`src/rtl/ro_pair_counter_if.sv`:
```
// rtl/ro_pair_counter_if.sv - RO pair measurement control/result bundle
interface ro_pair_counter_if #(
  parameter int COUNT_WIDTH = 16
);
  logic                   Start;
  logic                   RoA;
  logic                   RoB;
  logic                   RoHold;
  logic                   Busy;
  logic                   Done;
  logic                   Response;
  logic                   Tie;
  logic [COUNT_WIDTH-1:0] CountA;
  logic [COUNT_WIDTH-1:0] CountB;

  // Requester side: issues Start, supplies the ring outputs, observes results
  modport master (
    output Start, RoA, RoB,
    input  RoHold, Busy, Done, Response, Tie, CountA, CountB
  );

  // Measurement stage side
  modport slave (
    input  Start, RoA, RoB,
    output RoHold, Busy, Done, Response, Tie, CountA, CountB
  );
endinterface

```
`src/rtl/ro_pair_counter.sv`:
```
// rtl/ro_pair_counter.sv - RO-PUF pair measurement: settle, count edges, compare
module ro_pair_counter #(
  parameter int SETTLE_CYCLES = 16,
  parameter int WINDOW_CYCLES = 4096,
  parameter int COUNT_WIDTH   = 16
) (
  input  logic             Clk,
  input  logic             Reset,
  ro_pair_counter_if.slave bus
);
  // One timer serves both phases, so it is sized for the longer of the two
  localparam int TMAX = (SETTLE_CYCLES > WINDOW_CYCLES) ? SETTLE_CYCLES : WINDOW_CYCLES;
  localparam int TW   = (TMAX > 1) ? $clog2(TMAX) : 1;
  localparam logic [TW-1:0] SETTLE_LOAD = TW'(SETTLE_CYCLES - 1);
  localparam logic [TW-1:0] WINDOW_LOAD = TW'(WINDOW_CYCLES - 1);

  typedef enum logic [1:0] {IDLE, SETTLE, COUNT, COMPARE} state_t;

  state_t                 state;
  logic [TW-1:0]          timer;
  logic [COUNT_WIDTH-1:0] cnt_a, cnt_b;
  logic [COUNT_WIDTH-1:0] cnt_a_nxt, cnt_b_nxt;
  logic [COUNT_WIDTH-1:0] count_a, count_b;
  logic                   sync1_a, sync2_a, hist_a;
  logic                   sync1_b, sync2_b, hist_b;
  logic                   pulse_a, pulse_b;
  logic                   rohold, busy, done, response, tie;

  // Bring each ring output into the Clk domain and keep one cycle of history for edge detection
  always_ff @(posedge Clk) begin
    if (Reset) begin
      sync1_a <= 1'b0;
      sync2_a <= 1'b0;
      hist_a  <= 1'b0;
      sync1_b <= 1'b0;
      sync2_b <= 1'b0;
      hist_b  <= 1'b0;
    end else begin
      sync1_a <= bus.RoA;
      sync2_a <= sync1_a;
      hist_a  <= sync2_a;
      sync1_b <= bus.RoB;
      sync2_b <= sync1_b;
      hist_b  <= sync2_b;
    end
  end

  assign pulse_a = sync2_a & ~hist_a;
  assign pulse_b = sync2_b & ~hist_b;

  // Candidate counter values: pulses only count inside the window, and counts stick at all-ones
  always_comb begin
    cnt_a_nxt = cnt_a;
    cnt_b_nxt = cnt_b;
    if (state == COUNT) begin
      if (pulse_a && (cnt_a != '1)) cnt_a_nxt = cnt_a + 1'b1;
      if (pulse_b && (cnt_b != '1)) cnt_b_nxt = cnt_b + 1'b1;
    end
  end

  // Measurement sequencer; results are captured on the edge that enters COMPARE so they
  // are already on the outputs during the single Done cycle
  always_ff @(posedge Clk) begin
    if (Reset) begin
      state    <= IDLE;
      timer    <= '0;
      cnt_a    <= '0;
      cnt_b    <= '0;
      count_a  <= '0;
      count_b  <= '0;
      rohold   <= 1'b1;
      busy     <= 1'b0;
      done     <= 1'b0;
      response <= 1'b0;
      tie      <= 1'b0;
    end else begin
      case (state)
        IDLE: begin
          if (bus.Start) begin
            state  <= SETTLE;
            timer  <= SETTLE_LOAD;
            cnt_a  <= '0;
            cnt_b  <= '0;
            busy   <= 1'b1;
            rohold <= 1'b0;
          end
        end
        SETTLE: begin
          if (timer == '0) begin
            state <= COUNT;
            timer <= WINDOW_LOAD;
          end else begin
            timer <= timer - 1'b1;
          end
        end
        COUNT: begin
          cnt_a <= cnt_a_nxt;
          cnt_b <= cnt_b_nxt;
          if (timer == '0) begin
            state    <= COMPARE;
            rohold   <= 1'b1;
            done     <= 1'b1;
            count_a  <= cnt_a_nxt;
            count_b  <= cnt_b_nxt;
            response <= (cnt_a_nxt > cnt_b_nxt);
            tie      <= (cnt_a_nxt == cnt_b_nxt);
          end else begin
            timer <= timer - 1'b1;
          end
        end
        COMPARE: begin
          state <= IDLE;
          done  <= 1'b0;
          busy  <= 1'b0;
        end
        default: begin
          state  <= IDLE;
          rohold <= 1'b1;
          busy   <= 1'b0;
          done   <= 1'b0;
        end
      endcase
    end
  end

  assign bus.RoHold   = rohold;
  assign bus.Busy     = busy;
  assign bus.Done     = done;
  assign bus.Response = response;
  assign bus.Tie      = tie;
  assign bus.CountA   = count_a;
  assign bus.CountB   = count_b;
endmodule

```
`src/flat_wrapper.sv`:
```
// flat-port wrapper written by rule: the top's interface ports become plain ports
module ro_pair_counter_flat 
#(
  parameter int SETTLE_CYCLES = 16,
  parameter int WINDOW_CYCLES = 4096,
  parameter int COUNT_WIDTH   = 16
)
  (Clk, Reset, bus_Start, bus_RoA, bus_RoB, bus_RoHold, bus_Busy, bus_Done, bus_Response, bus_Tie, bus_CountA, bus_CountB);
  ro_pair_counter_if #(.COUNT_WIDTH(COUNT_WIDTH)) bus_i ();
  input  logic Clk;
  input  logic Reset;
  input wire logic [$bits(bus_i.Start)-1:0] bus_Start;
  input wire logic [$bits(bus_i.RoA)-1:0] bus_RoA;
  input wire logic [$bits(bus_i.RoB)-1:0] bus_RoB;
  output wire logic [$bits(bus_i.RoHold)-1:0] bus_RoHold;
  output wire logic [$bits(bus_i.Busy)-1:0] bus_Busy;
  output wire logic [$bits(bus_i.Done)-1:0] bus_Done;
  output wire logic [$bits(bus_i.Response)-1:0] bus_Response;
  output wire logic [$bits(bus_i.Tie)-1:0] bus_Tie;
  output wire logic [$bits(bus_i.CountA)-1:0] bus_CountA;
  output wire logic [$bits(bus_i.CountB)-1:0] bus_CountB;
  assign bus_i.Start = bus_Start;
  assign bus_i.RoA = bus_RoA;
  assign bus_i.RoB = bus_RoB;
  assign bus_RoHold = bus_i.RoHold;
  assign bus_Busy = bus_i.Busy;
  assign bus_Done = bus_i.Done;
  assign bus_Response = bus_i.Response;
  assign bus_Tie = bus_i.Tie;
  assign bus_CountA = bus_i.CountA;
  assign bus_CountB = bus_i.CountB;
  ro_pair_counter #(.SETTLE_CYCLES(SETTLE_CYCLES), .WINDOW_CYCLES(WINDOW_CYCLES), .COUNT_WIDTH(COUNT_WIDTH)) u_core (.Clk(Clk), .Reset(Reset), .bus(bus_i));
endmodule
```
`config.mk`:
```
export PLATFORM = sky130hd
export DESIGN_NAME = ro_pair_counter_flat
export DESIGN_NICKNAME = d
export VERILOG_FILES = /design/src/rtl/ro_pair_counter_if.sv /design/src/rtl/ro_pair_counter.sv /design/src/flat_wrapper.sv
export SDC_FILE = /design/constraint.sdc
export NUM_CORES = 1
export LEC_CHECK = 0
export BUFFER_PORTS_ARGS = -buffer_cell sky130_fd_sc_hd__buf_2
export CAP_MARGIN = 10
export CORE_ASPECT_RATIO = 0.75
export CORE_MARGIN = 5
export CORE_UTILIZATION = 25
export CTS_CLUSTER_SIZE = 25
export DETAILED_ROUTE_END_ITERATION = 12
export HOLD_SLACK_MARGIN = 0.03
export REMOVE_ABC_BUFFERS = 1
export SLEW_MARGIN = 20
export SYNTH_ARGS = -nofsm -noshare
export SYNTH_HDL_FRONTEND = slang
export SYNTH_SLANG_ARGS = --single-unit
```
`constraint.sdc`:
```
create_clock -name Clk -period 3.4 [get_ports Clk]
set_clock_uncertainty 0.2 [all_clocks]
set_input_delay 0.51 -clock Clk [delete_from_list [all_inputs] [get_ports Clk]]
set_output_delay 0.51 -clock Clk [all_outputs]
set_load 0.03 [all_outputs]
```
# Yosys cells after proc, flatten, opt, wreduce, memory -nomap -nowiden
# Index checks and enable logic that the tools add are counted.
[op_classes] n_addsub=3 magnitude_cmp=1 n_eq_ne=10 muxes=21 bitwise_logic=4 n_reduce_logical=15
[ops] op="16-bit two-way mux" n=5
[ops] op="16-bit case mux with 2 select lines" n=2
[ops] op="12-bit two-way mux" n=3
[ops] op="12-bit case mux with 3 select lines" n=1
[ops] op="16-bit by 1-bit adder with 16-bit output (second input constant)" n=2
[ops] op="16-bit != test (second input constant)" n=2
[ops] op="16-bit == test" n=1
[ops] op="16-bit greater-than comparator" n=1
[ops] op="12-bit logical NOT" n=1
[ops] op="12-bit by 1-bit subtractor with 12-bit output (second input constant)" n=1
[ops] op="3-bit AND reduction" n=3
[ops] op="2-bit case mux with 4 select lines" n=1
[ops] op="2-bit AND reduction" n=4
[ops] op="2-bit two-way mux" n=3
[ops] op="2-bit != test (second input constant)" n=3
[ops] op="1-bit case mux with 2 select lines" n=3
[ops] op="2-bit nonzero test" n=3
[ops] op="2-bit == test (second input constant)" n=2
[ops] op="1-bit two-way mux" n=3
[ops] op="3-bit nonzero test" n=1
[ops] op="1-bit bitwise AND" n=2
[ops] op="2-bit by 1-bit == test with 1-bit output (second input constant)" n=1
[ops] op="1-bit logical AND" n=2
[ops] op="2-bit logical NOT" n=1
[ops] op="2 further kinds" n=3
[totals] register_bits=89 inputBits=5 out_inout_bits=37 wordCells=71

# Logic depth before layout (Yosys ltp)
[depth] depth_word=6 ltp_mapped=15 depth_no_buf=15

# Worst setup path after synthesis
# No wires, ideal clock.
[synth_path] path_type="reg-to-reg" from="register u_core.cnt_a[0]" to="register u_core.response (netlist: u_core.bus.Response)" setup_ns=0.101 arrival_time_ns=3.150 t_required_ns=3.099 slack_ns=-0.051 path_stages_with_launch=15 path_buffers=1 period_less_slack_ns=3.451 cell_sequence="dfxtp_1 -> ha_1 -> and4_1 -> and4_1 -> buf_2 -> nor4_1 -> xnor2_1 -> inv_1 -> ha_1 -> nand4_1 -> nor4_1 -> nand2_1 -> o21a_1 -> o41a_1 -> o41ai_1"
[synth_between] elab_chain_cells=5 word_cells_on_any_way=6 cone_classes="1 x add/sub; 1 x order compare; 1 x eq/ne; 2 x mux; 1 x reduce/logical"
[synth_rtl] item="start, declared" line="ro_pair_counter.sv:21" rtl="logic [COUNT_WIDTH-1:0] cnt_a, cnt_b;"
[synth_rtl] item="start signal, assigned" line="ro_pair_counter.sv:97" rtl="cnt_a <= cnt_a_nxt;"
[synth_rtl] item="parallel branches: the longest is 2 deep, another holds 16-bit by 1-bit adder with 16-bit output"
[synth_rtl] item="16-bit two-way mux *" line="ro_pair_counter.sv:56" rtl="if (pulse_a && (cnt_a != '1)) cnt_a_nxt = cnt_a + 1'b1;"
[synth_rtl] item="16-bit two-way mux *" line="ro_pair_counter.sv:55" rtl="if (state == COUNT) begin"
[synth_rtl] item="named net u_core.cnt_a_nxt[5]" line="ro_pair_counter.sv:22" rtl="logic [COUNT_WIDTH-1:0] cnt_a_nxt, cnt_b_nxt;"
[synth_rtl] item="16-bit greater-than comparator *" line="ro_pair_counter.sv:105" rtl="response <= (cnt_a_nxt > cnt_b_nxt);"
[synth_rtl] item="end signal, assigned" line="ro_pair_counter.sv:105"
[synth_rtl] item="end, declared" line="ro_pair_counter.sv:27" rtl="logic rohold, busy, done, response, tie;"
# Mark *: on every way through the listed nets, which the timed path passes.
# A chain may end at the register's enable or synchronous reset.

# Worst setup path in the final report
[layout_path] from="register u_core.cnt_b[0]" to="register u_core.response (netlist: u_core.bus.Response)"
[layout_between] elab_chain_cells=5 word_cells_on_any_way=6 cone_classes="1 x add/sub; 1 x order compare; 1 x eq/ne; 2 x mux; 1 x reduce/logical"
[layout_rtl] item="start, declared" line="ro_pair_counter.sv:21"
[layout_rtl] item="start signal, assigned" line="ro_pair_counter.sv:98" rtl="cnt_b <= cnt_b_nxt;"
[layout_rtl] item="parallel branches: the longest is 3 deep, another holds 16-bit by 1-bit adder with 16-bit output"
[layout_rtl] item="16-bit two-way mux *" line="ro_pair_counter.sv:55"
[layout_rtl] item="16-bit greater-than comparator *" line="ro_pair_counter.sv:105"
# Every way passes the cells marked *.

==> impl_metrics.toml <==
[status]
status = "complete, no violations"

[synth]
synth_top_area_share_pct = 36.54
yosys.area.top_type = "dfxtp_1"
synth_edf_count = 0
synthTopCellsByArea = "dfxtp_1 (37%), nor2_1 (6.2%), ha_1 (5.9%)"
ys_types = 60
yosysWarnings = 0
synth_area_sq_um = 4876
seq_area_frac_synth_pct = 36.54
avgSynthCellArea_sq_um = 8.222
synth_cells = 593
synth_seq_cells = 89
ys.flop_type = "dfxtp_1"
synth_async_sr_flop_share_pct = 0

[worst_hold_path]
hp-class = "in -> reg"
holdPathStages = 2

[sta]
finalCriticalPeriod_ns = 3.365
rsz0062_at_grt = "true"
tightest_slew_ns = 0.6324
finalWorstSetupSlack_ns = 0.03517
timing.slew.headroom_pct = 57.71
layout_worst_path_cycle_share_pct = 98.97
hold_violations = 0
timing_max_transition_violations_final = 0
max_freq_mhz = 297.2
setup_viol = 0

[worst_setup_path]
cp.arrival_ns = 3.41
start_kind = "flip-flop"
rr_worst_depth = 14
path_class = "reg -> reg"
cp_max_fo = 6
required_ns = 3.44
reg2reg_slack_ns = 0.04
critPathCapture = "u_core.bus.Response$_SDFFE_PP0P_"
cp-end-kind = "flip-flop"
crit_start = "u_core.cnt_b[0]$_SDFFE_PP0P_"
worstReg2RegEnd = "u_core.bus.Response$_SDFFE_PP0P_"
r2r_start = "u_core.cnt_b[0]$_SDFFE_PP0P_"

[routing]
wire_per_inst_um = 14.07
drt-initial-drc-count = 332
viasPerCell = 4.707
wl_mm = 13.22
drtAntennaViolNets = 0
drc = 0
dr.pass1.iters = 4
vias = 4425

[floorplan]
die_y_um = 130.9
row_count = 44
die_width_um = 171.3
io_pins = 42
start_util_pct = 25.31
dieArea_sq_um = 22430
coreArea_sq_um = 19270

[clock_network]
clockBufferDepth = 2
cts_tree = "built"
cts_max_level = 3
clkLatencyLatePin_ns = 0.35
cts_root_buf = "clkbuf_16"
numCtsBuffers = 9
path_clk_slew_ns = 0.06
clock-sinks = 89

[job]
max_cap_violations = 0

[layout]
nets = 711
drive_above_1_share_pct = 21.69
layout_common_cells = "dfxtp_1 (89), nor2_1 (80), buf_4 (67), nand2_1 (49), o21ai_0 (43)"
syn2layout_area_growth_pct = 25.84
final_common_cell = "dfxtp_1"
antenna_cells = 0

[power_and_ir_drop]
powerDensity_nw_per_um2 = 571.6
ir_drop_mv = 0.2524
p_leak_uw = 0.002480
finalPower_uw = 3508

[grt]
grt_usage_pct = 12.30
use_met1_pct = 17.72
top_usage_layer = "met2"
gr-usage-met3_pct = 3.158
grt_max_degree = 77
grt_pass1_wl_mm = 21.80
overflow = 0
antenna_found_initial = 0
grtUsageMet2_pct = 17.96
grt_pass1_vias = 4122

[place]
io_buffer_count = 41
dp_slack_ns = -0.04154
gp_congestion = 0.8355
dp_hpwl_mm = 9.838
power breakdown:
part,switching [uW],total (uW),internal [uW]
Combinational,801,1210,406
Sequential,74.8,1220,1150
Clock,419,1080,658
synthesized netlist by cell type (6+ instances only):
cell type,number
clkbuf_1,17
buf_2,11
inv_1,19
a21oi_1,38
nor2_1,80
a31oi_1,8
o21ai_0,43
nand4_1,10
nor2b_1,7
nor4_1,7
xor2_1,19
a211oi_1,21
ha_1,23
nand2_1,49
o21ai_1,8
dfxtp_1,89
o31ai_1,6
xnor2_1,12
nor3_1,17
nand3_1,16
and3_1,7
and4_1,7
worst max-delay path: stages, from the launching register on:
cell and delay [ns]:
dfxtp_1 0.31, ha_1 0.22, and3_1 0.22, and4_4 0.22, nor3_4 0.27, nand4_1 0.16
xnor2_1 0.20, ha_1 0.31, nand4_1 0.12, nor4_2 0.29, buf_4 0.17, nand4_1 0.10
o21a_1 0.11, o41a_1 0.30, o41ai_1 0.06
layout make-up:
class	count	area, sq um
timing repair buffer	110	748.2
clock buffer	10	239.0
tap	253	316.6
inverter	19	71.32
fill	2050	13130
clock inverter	5	80.08
multi-input combinational	454	2899
sequential	89	1782
timing repair:
action	in CTS	in global routing
buffers inserted	1	0
resized for setup	2	2
pin swaps	2	0
cloned	0	0
hold buffers	0	0
setup endpoints to repair	1	1
routing by layer:
| metal | share of wire [%] | vias up |
|---|---|---|
| li1 | - | 2319 |
| met1 | 50 | 2012 |
| met2 | 42 | 88 |
| met3 | 6.0 | 6 |
| met4 | 1.0 | 0 |
| met5 | 0 | - |
through the flow:
stage / cell area, sq um / setup TNS (ns) / util (%) / hold WS, ns / instances
finish: 6136 / 0 / 31.84 / 0.1858 / 940
global route: 6136 / -0.2744 / 31.84 / 0.1973 / 940
CTS: 6122 / 0 / 31.77 / 0.1743 / 940
detailed placement: 5786 / -0.04154 / 30.03 / 0.2272 / 924
global placement: 5786 / 0 / 30.03 / 0.2230 / 924
floorplan: 4723 / -0.2216 / - / 0.2138 / 562
worst min-delay path by stage:
stage                               from                        end  slack (ns)
3_5_place_dp   u_core.sync1_b$_SDFF_PP0_  u_core.sync2_b$_SDFF_PP0_        0.23
2_1_floorplan  u_core.sync1_a$_SDFF_PP0_  u_core.sync2_a$_SDFF_PP0_        0.21
4_1_cts                          bus_RoA  u_core.sync1_a$_SDFF_PP0_        0.17
3_3_place_gp   u_core.sync1_b$_SDFF_PP0_  u_core.sync2_b$_SDFF_PP0_        0.22
6_report                         bus_RoA  u_core.sync1_a$_SDFF_PP0_        0.19
5_1_grt                          bus_RoB  u_core.sync1_b$_SDFF_PP0_        0.20
sequential cells by signal (all words and copies together) (netlist names):
| register | flops |
|---|---|
| u_core.bus.Busy | 1 |
| u_core.bus.CountA | 16 |
| u_core.bus.CountB | 16 |
| u_core.bus.Done | 1 |
| u_core.bus.Response | 1 |
| u_core.bus.RoHold | 1 |
| u_core.bus.Tie | 1 |
| u_core.cnt_a | 16 |
| u_core.cnt_b | 16 |
| u_core.hist_a | 1 |
| u_core.hist_b | 1 |
| u_core.state | 2 |
| u_core.sync1_a | 1 |
| u_core.sync1_b | 1 |
| u_core.sync2_a | 1 |
| u_core.sync2_b | 1 |
| u_core.timer | 12 |
kinds of logic after synthesis:
logic type,after synthesis,synth area share [%]
AO/OA/AOI/OAI,160,20.66
XOR/XNOR,31,5.568
adder cells (fa/ha/maj),23,5.902
buffers and inverters,50,4.593
flip-flops,89,36.54
multiplexers,2,0.4106
AND/OR/NAND/NOR,238,26.33
Note: power is estimated with default switching activity, not from simulation.
